--- config.mk ---
export PLATFORM = sky130hd
export DESIGN_NAME = rf_port_arbiter
export DESIGN_NICKNAME = d
export VERILOG_FILES = /design/src/rtl/rf_arb_pkg.sv /design/src/rtl/rf_rr_lock_sel.sv /design/src/rtl/rf_port_arbiter.sv
export SDC_FILE = /design/constraint.sdc
export NUM_CORES = 1
export LEC_CHECK = 0
export BUFFER_PORTS_ARGS = -buffer_cell sky130_fd_sc_hd__clkbuf_2
export CAP_MARGIN = 20
export CORE_UTILIZATION = 40
export DETAILED_ROUTE_END_ITERATION = 12
export PLACE_DENSITY = 0.87
export REMOVE_ABC_BUFFERS = 1
export SYNTH_ARGS = -nofsm -noshare
export SYNTH_HDL_FRONTEND = slang
export SYNTH_SLANG_ARGS = --single-unit
--- constraint.sdc ---
create_clock -name CLK -period 2 [get_ports CLK]
set_input_delay 0.4 -clock CLK [delete_from_list [all_inputs] [get_ports CLK]]
set_output_delay 0.4 -clock CLK [all_outputs]
set_load 0.01 [all_outputs]
--- src/rtl/rf_arb_pkg.sv ---
// Shared types for the two-client register-file port arbiter.
package rf_arb_pkg;

    localparam int unsigned NUM_CLIENTS = 2;
    localparam int unsigned CNT_W       = 4;

    typedef logic             client_t;
    typedef logic [3:0]       regsel_t;
    typedef logic [15:0]      word_t;
    typedef logic [CNT_W-1:0] lock_cnt_t;

    typedef enum logic {
        UNLOCKED,
        LOCKED
    } lock_state_t;

    function automatic client_t other_client(input client_t c);
        return ~c;
    endfunction

endpackage

--- src/rtl/rf_rr_lock_sel.sv ---
// Picks the winning client: a lock owner under its budget first, then round-robin.
module rf_rr_lock_sel
    import rf_arb_pkg::*;
#(
    parameter int unsigned LOCK_MAX = 4
) (
    input  logic [1:0]  eligible,
    input  client_t     last_grant,
    input  lock_state_t lock_state,
    input  client_t     lock_owner,
    input  lock_cnt_t   lock_cnt,
    output client_t     g,
    output logic        grant
);

    localparam lock_cnt_t LockMax = lock_cnt_t'(LOCK_MAX);

    logic    owner_wins;
    client_t rr_first;

    assign owner_wins = (lock_state == LOCKED) && eligible[lock_owner] && (lock_cnt < LockMax);
    assign rr_first   = other_client(last_grant);

    always_comb begin
        g     = 1'b0;
        grant = 1'b0;
        if (owner_wins) begin
            g     = lock_owner;
            grant = 1'b1;
        end else if (eligible[rr_first]) begin
            g     = rr_first;
            grant = 1'b1;
        end else if (eligible[last_grant]) begin
            g     = last_grant;
            grant = 1'b1;
        end
    end

endmodule

--- src/rtl/rf_port_arbiter.sv ---
// Grants the 1W/2R register file to one of two clients per cycle and returns
// read data through a one-deep valid/ready response register per client.
module rf_port_arbiter
    import rf_arb_pkg::*;
#(
    parameter int unsigned LOCK_MAX = 4
) (
    input  logic             CLK,
    input  logic             nRST,
    input  logic [1:0]       req_valid,
    output logic [1:0]       req_ready,
    input  logic [1:0]       req_wen,
    input  logic [1:0]       req_lock,
    input  logic [1:0][3:0]  req_wsel,
    input  logic [1:0][3:0]  req_rsel1,
    input  logic [1:0][3:0]  req_rsel2,
    input  logic [1:0][15:0] req_wdat,
    output logic [1:0]       rsp_valid,
    input  logic [1:0]       rsp_ready,
    output logic [1:0][15:0] rsp_rdat1,
    output logic [1:0][15:0] rsp_rdat2,
    output logic             rf_WEN,
    output logic [3:0]       rf_wsel,
    output logic [3:0]       rf_rsel1,
    output logic [3:0]       rf_rsel2,
    output logic [15:0]      rf_wdat,
    input  logic [15:0]      rf_rdat1,
    input  logic [15:0]      rf_rdat2
);

    localparam lock_cnt_t LockMax = lock_cnt_t'(LOCK_MAX);

    logic [1:0]  eligible;
    client_t     g;
    logic        grant;
    client_t     last_grant;
    lock_state_t lock_state;
    client_t     lock_owner;
    lock_cnt_t   lock_cnt;

    // A client may only issue when its response slot is free or draining now.
    assign eligible = req_valid & (~rsp_valid | rsp_ready);

    rf_rr_lock_sel #(
        .LOCK_MAX (LOCK_MAX)
    ) u_sel (
        .eligible   (eligible),
        .last_grant (last_grant),
        .lock_state (lock_state),
        .lock_owner (lock_owner),
        .lock_cnt   (lock_cnt),
        .g          (g),
        .grant      (grant)
    );

    always_comb begin
        req_ready = '0;
        rf_WEN    = 1'b0;
        rf_wsel   = '0;
        rf_rsel1  = '0;
        rf_rsel2  = '0;
        rf_wdat   = '0;
        if (grant) begin
            req_ready[g] = 1'b1;
            rf_WEN       = req_wen[g];
            rf_wsel      = req_wsel[g];
            rf_rsel1     = req_rsel1[g];
            rf_rsel2     = req_rsel2[g];
            rf_wdat      = req_wdat[g];
        end
    end

    // Round-robin pointer and lock FSM.
    always_ff @(posedge CLK or negedge nRST) begin
        if (!nRST) begin
            last_grant <= 1'b1;
            lock_state <= UNLOCKED;
            lock_owner <= 1'b0;
            lock_cnt   <= '0;
        end else begin
            if (grant) begin
                last_grant <= g;
            end
            case (lock_state)
                UNLOCKED: begin
                    if (grant && req_lock[g]) begin
                        lock_state <= LOCKED;
                        lock_owner <= g;
                        lock_cnt   <= lock_cnt_t'(1);
                    end
                end
                LOCKED: begin
                    if (grant && req_lock[g]) begin
                        lock_owner <= g;
                        if (g != lock_owner) begin
                            lock_cnt <= lock_cnt_t'(1);
                        end else if (lock_cnt < LockMax) begin
                            lock_cnt <= lock_cnt + lock_cnt_t'(1);
                        end
                    end else if (grant || !eligible[lock_owner]) begin
                        lock_state <= UNLOCKED;
                        lock_cnt   <= '0;
                    end
                end
                default: begin
                    lock_state <= UNLOCKED;
                    lock_cnt   <= '0;
                end
            endcase
        end
    end

    // A new grant takes precedence over draining, so the slot reloads in place.
    always_ff @(posedge CLK or negedge nRST) begin
        if (!nRST) begin
            rsp_valid <= '0;
            rsp_rdat1 <= '0;
            rsp_rdat2 <= '0;
        end else begin
            for (int c = 0; c < NUM_CLIENTS; c++) begin
                if (grant && (g == client_t'(c))) begin
                    rsp_valid[c] <= 1'b1;
                    rsp_rdat1[c] <= rf_rdat1;
                    rsp_rdat2[c] <= rf_rdat2;
                end else if (rsp_ready[c]) begin
                    rsp_valid[c] <= 1'b0;
                end
            end
        end
    end

endmodule

### Yosys cells after proc, flatten, opt, wreduce, memory -nomap -nowiden

Cells that the tools add are included.

* register bits after elaboration: 73
* input bits: 98

* reduce and logical (&&, ||, !) cells: 11
* $add $sub $neg: 1
* equality and inequality tests: 4
* bitwise gates (word level): 6
* order comparisons: 6
* muxes and demuxes: 47

Operators by type and width (count)
* $mux W4: 14
* $mux W16: 3
* $mux W1: 26
* $lt A1 B2 Y1 const B: 4
* $pmux W4 S2: 1
* $logic_and A1 B1 Y1: 6
* $add A4 B1 Y4 const B: 1
* $lt A4 B3 Y1 const B: 1
* $ne A4 B2 Y1 const B: 1
* $reduce_bool A2 Y1: 2
* $ne A3 B1 Y1 const B: 1
* $not A1 Y1: 3
* $reduce_and A3 Y1: 1
* $and A2 B2 Y2: 1
* $mux W2: 1
* $ne A2 B2 Y1 const B: 1
* $not A2 Y2: 1
* $or A2 B2 Y2: 1
* $pmux W1 S2: 1
* $demux W1 S1: 1
* $ge A1 B1 Y1 const B: 1
* $logic_not A1 Y1: 1
* $logic_or A1 B1 Y1: 1
* $ne A1 B1 Y1: 1

### Logic depth before layout (Yosys ltp)

Gate-level depths: netlist of run 1.

* word-level depth: 13
* gate-level depth with buffers: 8

### By module

Synthesis of run 1 repeated with hierarchy kept, for this count alone.

* cell total of the unflattened synthesis: 261
* area, all modules: 3458.3 um2

By module, submodules not included
* rf_port_arbiter: area an instance 3419.5 um2, sequential area each 1828.0 um2, cells an instance 255, instances 1
* rf_rr_lock_sel: area an instance 38.8 um2, sequential area each 0.0 um2, cells an instance 6, instances 1

### Least setup slack after synthesis of run 1

Ideal clock, no wire load.

* kind: reg-to-output
* start: reg lock_state
* end: out rf_WEN
* buffers on the path: 3
* stages on the path, launching flop included: 9
* path slack: 0.026 ns
* arrival: 1.574 ns
* required time: 1.600 ns
* path through: dfrtp_1 -> buf_6 -> nor3b_4 -> o21ai_2 -> a21o_4 -> inv_4 -> buf_6 -> buf_6 -> a22o_1

* word-level cells in the longest chain between the ends: 6
* elaborated cells between the ends (all ways): 7
* those cells by class: 5 x mux; 2 x reduce/logical

RTL lines
* start, declared: line rf_port_arbiter.sv:37 `lock_state_t lock_state;`
* start signal, assigned: line rf_port_arbiter.sv:77 `lock_state <= UNLOCKED;`
* start signal, assigned: line rf_port_arbiter.sv:87 `lock_state <= LOCKED;`
* start signal, assigned: line rf_port_arbiter.sv:101 `lock_state <= UNLOCKED;`
* $logic_and A1 B1 Y1 (*) (2 in series): line rf_rr_lock_sel.sv:21 `assign owner_wins = (lock_state == LOCKED) && eligible[lock_owner] && (lock_cnt < LockMax);`
* $mux W1: line rf_rr_lock_sel.sv:27 `if (owner_wins) begin`
* $mux W1 (implied by the code) (2 in series): line rf_port_arbiter.sv:65 `rf_WEN = req_wen[g];`
* $mux W1 (*): line rf_port_arbiter.sv:63 `if (grant) begin`
* end, declared: line rf_port_arbiter.sv:22 `output logic rf_WEN,`

Mark *: on every way between the ends. The rest lies on a longest branch, timed or not. The select of a mux whose other input is x is not followed.

### Worst setup path in the final report of run 1

* start: reg lock_cnt[2]
* end: out rf_wdat[14]

* word-level cells in the longest chain between the ends: 6
* elaborated cells between the ends (all ways): 7
* those cells by class: 1 x order compare; 5 x mux; 1 x reduce/logical

RTL lines
* start, declared: line rf_port_arbiter.sv:39 `lock_cnt_t lock_cnt;`
* start signal, assigned: line rf_port_arbiter.sv:89 `lock_cnt <= lock_cnt_t'(1);`
* start signal, assigned: line rf_port_arbiter.sv:96 `lock_cnt <= lock_cnt_t'(1);`
* start signal, assigned: line rf_port_arbiter.sv:98 `lock_cnt <= lock_cnt + lock_cnt_t'(1);`
* $lt A4 B3 Y1 (*): line rf_rr_lock_sel.sv:21
* $logic_and A1 B1 Y1 (*): line rf_rr_lock_sel.sv:21
* $mux W1: line rf_rr_lock_sel.sv:27
* $mux W16 (implied by the code) (2 in series): line rf_port_arbiter.sv:69 `rf_wdat = req_wdat[g];`
* $mux W16 (*): line rf_port_arbiter.sv:63
* end, declared: line rf_port_arbiter.sv:26 `output logic [15:0] rf_wdat,`

Marks and branches as above.

==> metrics, run 1 <==
Hold WS ~0.055 ns; setup TNS after final layout -8.20 ns; fmax about 430 MHz; max cap viols 0; Post-Syn Area around 3400 um^2; worst vdd ir 0.440 mV; P_sw between 1.5 and 2 mW; Die Area between 8000 and 9000 um^2; crit-path max FO 18; sequential area share after synthesis 54.2%; Slew headroom between 70% and 80%; Pre-Repair DR Iteration Count 4; Sink Count 73; total track usage a little under a quarter; number of synthesized flops with an enable pin 0; vias after detailed routing about 3000; CTS clk-pin slew, worst paths ~0.08 ns; fin crit period around 2.3 ns; vias per cell 4.95; I/O pin count approximately 200; data required time of the critical path approximately 1.6 ns; clk_skew around 0.0081 ns; Flop pwr share 40.4%; Yosys cell types 37; main flop type after synthesis dfrtp_1; fraction of registers with async set or reset after synthesis between 90% and 100%; fin crit share 115%; Final Hold Viols 0; maximum clock insertion buffer count 2; Clk pwr share 24.5%; Routed WL ~9.6 mm; CTS tree yes; gpl congestion just under 0.9; Final nets roughly 600; area delta synth->final 43.0%; Initial Utilization between 40 and 50%; RSZ-0062 raised after global routing yes; Synth area leaders dfrtp_1 53%, mux2_4 12%, nand2_1 11%, a22o_1 7.5%, buf_6 2.0%; final setup vio count 31; filler cell count 730; setup ws final -0.307 ns; final slew viol count 0; Buffers on Ports a little under 200; DRC viols 0; status finished with violations; fraction of layout cells with a size suffix above 1 53.9%; Yosys Warn Count 0; Synth Instances 295; flops & latches, synth between 70 and 80; pre-CTS worst setup slack -0.0163 ns; initial antenna violation count 1; crit-path cells nor3b_4 -> o21ai_2 -> o21ai_4 -> inv_2 -> buf_12 -> a22o_1 -> clkbuf_2; switch share 33.1%; failing checks setup timing; Slew @ Worst Pin around 0.4 ns; grt ovf 0; Static Leak 2.70 nW; critical path endpoint category primary output; Yosys top cell area share a little over half; die height 93.8 um; CP peak stage delay between 0.4 and 0.5 ns; post-DR wirelength/cell 15.6 um; critical path type flop to primary output; Cells after DPL about 600; CP max-delay cell dfrtp_2; Combinational Power Share a little over a third; utilization after layout 59.0%; Hold Crit Class input pin to asynchronous set/reset pin; Mean Syn Cell Area about 11 um^2; Power Density around 1100 nW/um^2; Detail Route Antenna Nets 0; width of the die 93.8 um; number of global-route vias before repair around 3100; Core Area between 8000 and 9000 um^2; worst endpoint data arrival time between 1.5 and 2 ns; Root Driver clkbuf_8; buffers and inverters on the worst path 3; H-tree lvl count 3; Setup crit start kind flop; Std-Cell Rows 33; CTS Buf Count 9; pin count of the biggest net entering global routing 74; count leader, synth nand2_1; Layout Cells excl Fill approximately 620; first-pass GRT wire length 15.0 mm; dpl hpwl about 7.3 mm; internal power roughly 3.5 mW; cell taking the most area after synthesis dfrtp_1; Initial DRC Count just under 80; Crit path max-delay family compound AO/OA/AOI/OAI gates; worst-skew pair later-pin latency approximately 0.35 ns; Synth top cells by count 102 x nand2_1, 72 x dfrtp_1, 29 x a22o_1, 28 x mux2_4, 6 x buf_6
[power groups by stage]
stage | Sequential, mW | Combinational [mW] | Clock (mW)
finish | 2.09 | 1.81 | 1.27
global route | 2.13 | 1.98 | 1.36
CTS | 2.09 | 1.83 | 1.30
detailed placement | 2.11 | 1.81 | 0
global placement | 2.08 | 1.75 | 0
floorplan | 2.24 | 0.776 | 0
[per-layer routing]
metal  global-route usage [%]  share of wire [%]  vias to the layer above
met5                        0                  0                        -
met4                     10.1                2.5                        0
met3                     5.99                6.5                       17
met2                     41.1                 54                      130
met1                     24.7                 37                     1469
li1                         -                  -                     1435
[cell type report]
class | instances | area (um^2) | area share [%]
timing repair buffer | 215 | 1200 | 24.9
clock buffer | 9 | 124 | 2.57
inverter | 5 | 21.3 | 0.441
sequential | 73 | 1830 | 38.0
multi-input combinational | 201 | 1420 | 29.4
clock inverter | 7 | 95.1 | 1.97
tap | 105 | 131 | 2.73
antenna | 1 | 2.50 | 0.0519
[path summary, 6_finish.rpt]
| kind | slack, ns | startpoint | to | cells after the start |
|---|---|---|---|---|
| min in group CLK | 0.26 | rf_rdat1[6] | rsp_rdat1[22] | 3 |
| worst min-delay path | 0.06 | nRST | rsp_rdat1[14] | 2 |
| worst max-delay path | -0.31 | lock_cnt[2] | rf_wdat[14] | 7 |
| worst min register to register | 0.48 | rsp_rdat1[28] | rsp_rdat1[28] | 2 |
| max in group asynchronous | 1.57 | nRST | last_grant | 2 |
| worst max register to register | 0.05 | lock_cnt[2] | rsp_rdat1[1] | 8 |
[layout by cell type (no fill, tap or decap), types with 2 or more instances in the layout]
master     netlist  routed
clkinv_2         0       2
clkbuf_8         0       9
dfrtp_1         72      70
nand2b_1         3       3
and2_1           2       2
nand2_1        102     102
or3_1            2       2
mux2_4          28      28
clkbuf_2         0     193
clkinv_4         0       2
o211ai_1         3       3
buf_4            0      14
buf_6            6       2
nor2_1           3       3
buf_12           0       5
nand3_1          4       4
inv_1            3       3
o211a_1          2       2
mux2_2           5       5
bufinv_16        0       2
dfrtp_2          0       2
a22o_1          29      29
[metrics by stage]
| step | instance area (um^2) | total power [mW] |
|---|---|---|
| 2_1_floorplan | 3260 | 3.02 |
| 3_3_place_gp | 4550 | 3.83 |
| 3_5_place_dp | 4550 | 3.92 |
| 4_1_cts | 4800 | 5.22 |
| 5_1_grt | 4820 | 5.47 |
| 6_report | 4820 | 5.16 |
[registers in the layout, indices dropped and copies added (netlist names)]
signal and flops:
rsp_rdat2 32, last_grant 1, lock_cnt 4, lock_state 1, rsp_valid 2, lock_owner 1
rsp_rdat1 32
[cell families after synthesis]
logic type                 share of synthesized area (%)
AOI/OAI and AO/OA                                   11.9
buffers and inverters                               3.93
DFF                                                 54.2
and+or+nand+nor                                     15.1
adders and majority gates                          0.371
muxes                                               14.4
[timing repair]
item | CTS | global route
endpoints found under the setup margin | 31 | 44
buffers inserted | 4 | 0
pin swaps | 0 | 0
gates resized for setup | 2 | 3
hold buffers | 0 | 0
Note: power is estimated with default switching activity, not from simulation.
==> inputs of run 2 (changes only) <==
--- a/config.mk
+++ b/config.mk
@@ -7,10 +7,13 @@
 export LEC_CHECK = 0
 export BUFFER_PORTS_ARGS = -buffer_cell sky130_fd_sc_hd__clkbuf_2
 export CAP_MARGIN = 20
+export CORE_MARGIN = 3
 export CORE_UTILIZATION = 40
 export DETAILED_ROUTE_END_ITERATION = 12
+export GPL_TIMING_DRIVEN = 0
 export PLACE_DENSITY = 0.87
 export REMOVE_ABC_BUFFERS = 1
 export SYNTH_ARGS = -nofsm -noshare
 export SYNTH_HDL_FRONTEND = slang
 export SYNTH_SLANG_ARGS = --single-unit
+export TNS_END_PERCENT = 100
==> metrics, run 2 (synthesis gave the netlist of run 1 again) <==
fmax 424 MHz (was 433 MHz); Combinational Power Share 38.0% (was 35.1%); failing checks setup timing (unchanged); Multi-input gate area 1470 um^2 (was 1420 um^2); maximum clock insertion buffer count 2 (unchanged); Slew headroom 57.5% (was 73.0%); largest registers rsp_rdat1: 32 flops, rsp_rdat2: 32 flops, lock_cnt: 4 flops (unchanged); setup TNS after final layout -13.69 ns (was -8.20 ns); CP max-delay cell dfrtp_2 (unchanged); max cap viols 0 (unchanged); CTS tree yes (unchanged); Buffers on Ports 194 (unchanged); fin crit share 118% (was 115%); Final Hold Viols 0 (unchanged); Register Area 1830 um^2 (about the same); first-pass GRT wire length 16.7 mm (was 15.0 mm); Initial Utilization 42.3% (was 41.2%); Std-Cell Rows 32 (was 33); Static Leak 2.82 nW (was 2.70 nW); DRC viols 0 (unchanged); RSZ-0062 raised after global routing yes (unchanged); internal power 3.56 mW (was 3.45 mW); data required time of the critical path 1.60 ns (about the same); critical path endpoint category primary output (unchanged); grt ovf 0 (unchanged); Clk pwr share 23.1% (was 24.5%); final setup vio count 56 (was 31); Pre-Repair DR Iteration Count 4 (unchanged); Power Density 1060 nW/um^2 (was 1070 nW/um^2); Final nets 618 (was 604); CTS Buf Count 9 (unchanged); filler cell count 690 (was 730); dpl hpwl 7.09 mm (was 7.31 mm); status finished with violations (unchanged); vias after detailed routing 3121 (was 3051); Initial DRC Count 135 (was 77); H-tree lvl count 3 (unchanged); clk_skew 0.0104 ns (was 0.00812 ns); switch share 33.9% (was 33.1%); Flop pwr share 38.9% (was 40.4%); Die Area 9570 um^2 (was 8800 um^2); pin count of the biggest net entering global routing 44 (was 74); I/O pin count 195 (unchanged); CTS clk-pin slew, worst paths 0.08 ns (about the same); initial antenna violation count 0 (was 1); P_sw 1.82 mW (was 1.71 mW); Routed WL 11.0 mm (was 9.59 mm); antenna diode instance count 0 (was 1); die height 97.8 um (was 93.8 um); final slew viol count 0 (unchanged); post-DR wirelength/cell 17.6 um (was 15.6 um); # hold bufs at CTS 0 (unchanged); Slew @ Worst Pin 0.634 ns (was 0.400 ns); Sink Count 73 (unchanged); crit-path max FO 8 (was 18); Crit path max-delay family compound AO/OA/AOI/OAI gates (unchanged); utilization after layout 63.9% (was 59.0%); worst vdd ir 0.369 mV (was 0.440 mV); gpl congestion 0.789 (was 0.867); Root Driver clkbuf_8 (unchanged); critical path type flop to primary output (unchanged); vias per cell 4.99 (was 4.95); buffers and inverters on the worst path 3 (unchanged); total track usage 22.3% (was 22.7%); crit-path cells nand4bb_4 -> o21ai_4 -> buf_6 -> a21o_4 -> inv_16 -> a22o_1 -> buf_2 (was nor3b_4 -> o21ai_2 -> o21ai_4 -> inv_2 -> buf_12 -> a22o_1 -> clkbuf_2); most common cell after layout, fill and taps aside clkbuf_2 (unchanged); CP peak stage delay 0.44 ns (about the same); Hold Crit Class input pin to asynchronous set/reset pin (unchanged); fraction of layout cells with a size suffix above 1 55.6% (was 53.9%); area delta synth->final 50.9% (was 43.0%); most frequent cells in the layout 184 x clkbuf_2, 101 x nand2_1, 69 x dfrtp_1 (was 193 x clkbuf_2, 102 x nand2_1, 70 x dfrtp_1); width of the die 97.8 um (was 93.8 um); Core Area 7970 um^2 (was 8180 um^2); number of global-route vias before repair 3236 (was 3142); Setup crit start kind flop (unchanged); setup ws final -0.358 ns (was -0.307 ns); worst-skew pair later-pin latency 0.34 ns (was 0.35 ns); total power 5.38 mW (was 5.16 mW); Detail Route Antenna Nets 0 (unchanged); fin crit period 2.36 ns (was 2.31 ns); worst endpoint data arrival time 1.96 ns (was 1.91 ns)
[run 2: path summary, 6_finish.rpt]
kind,cells past startpoint,to,startpoint,slack (ns)
setup / recovery,7,rf_wdat[4],lock_cnt[2],-0.36
hold / removal,1,rsp_rdat2[20],nRST,0.02
setup reg to reg,11,rsp_rdat2[0],lock_cnt[2],-0.27
hold reg to reg,2,rsp_rdat1[25],rsp_rdat1[25],0.47
max in group asynchronous,2,last_grant,nRST,1.36
min in group CLK,3,rsp_rdat1[17],rf_rdat1[1],0.27
[run 2: routing by layer]
layer / track usage [%] / up-vias / wire [um]
met1: 24.7 / 1511 / 4160
met4: 9.90 / 0 / 352
met3: 4.71 / 26 / 566
met5: 0 / - / 0
met2: 41.1 / 124 / 5910
li1: - / 1460 / -
[run 2: worst register-to-register path, cell delays in order, from the launching register on]
cell       delay [ns]
dfrtp_2          0.44
nand4bb_4        0.25
o21ai_4          0.11
buf_6            0.13
a21o_4           0.27
buf_12           0.18
inv_16           0.04
buf_6            0.10
buf_6            0.10
buf_6            0.10
buf_12           0.14
mux2_4           0.31
[run 2: power by group through the flow]
| stage | combinational (mW) | clock [mW] | sequential, mW |
|---|---|---|---|
| after global routing | 2.19 | 1.35 | 2.14 |
| after detailed placement | 1.72 | 0 | 2.11 |
| after floorplan | 0.776 | 0 | 2.24 |
| after global placement | 1.67 | 0 | 2.07 |
| final | 2.04 | 1.24 | 2.09 |
| after CTS | 1.96 | 1.27 | 2.09 |
[run 2: timing repair]
action                     in CTS  in global routing
setup buffers                  15                 14
pin swaps                       4                  5
resized for setup              32                 31
cloned                          6                  3
setup endpoints to repair      91                 80
[run 2: stage by stage]
step	setup slack, ns	hold slack [ns]	instances	cell area [um^2]
after CTS	-0.370	0.0156	612	4930
after detailed placement	-1.38	0.393	576	4380
after global routing	-0.426	0.0192	625	5090
final	-0.358	0.0198	625	5090
after floorplan	-0.510	0.104	279	3260
after global placement	-1.32	0.458	575	4360
[run 2: cell type report]
cell class / count / area share, %
clock buffers: 10 / 2.51
clock inverters: 5 / 1.60
inverters: 5 / 1.20
multi-input cells: 202 / 28.8
flip-flops and latches: 73 / 36.0
well taps: 102 / 2.51
repair buffers: 221 / 25.6
repair inverters: 7 / 1.77
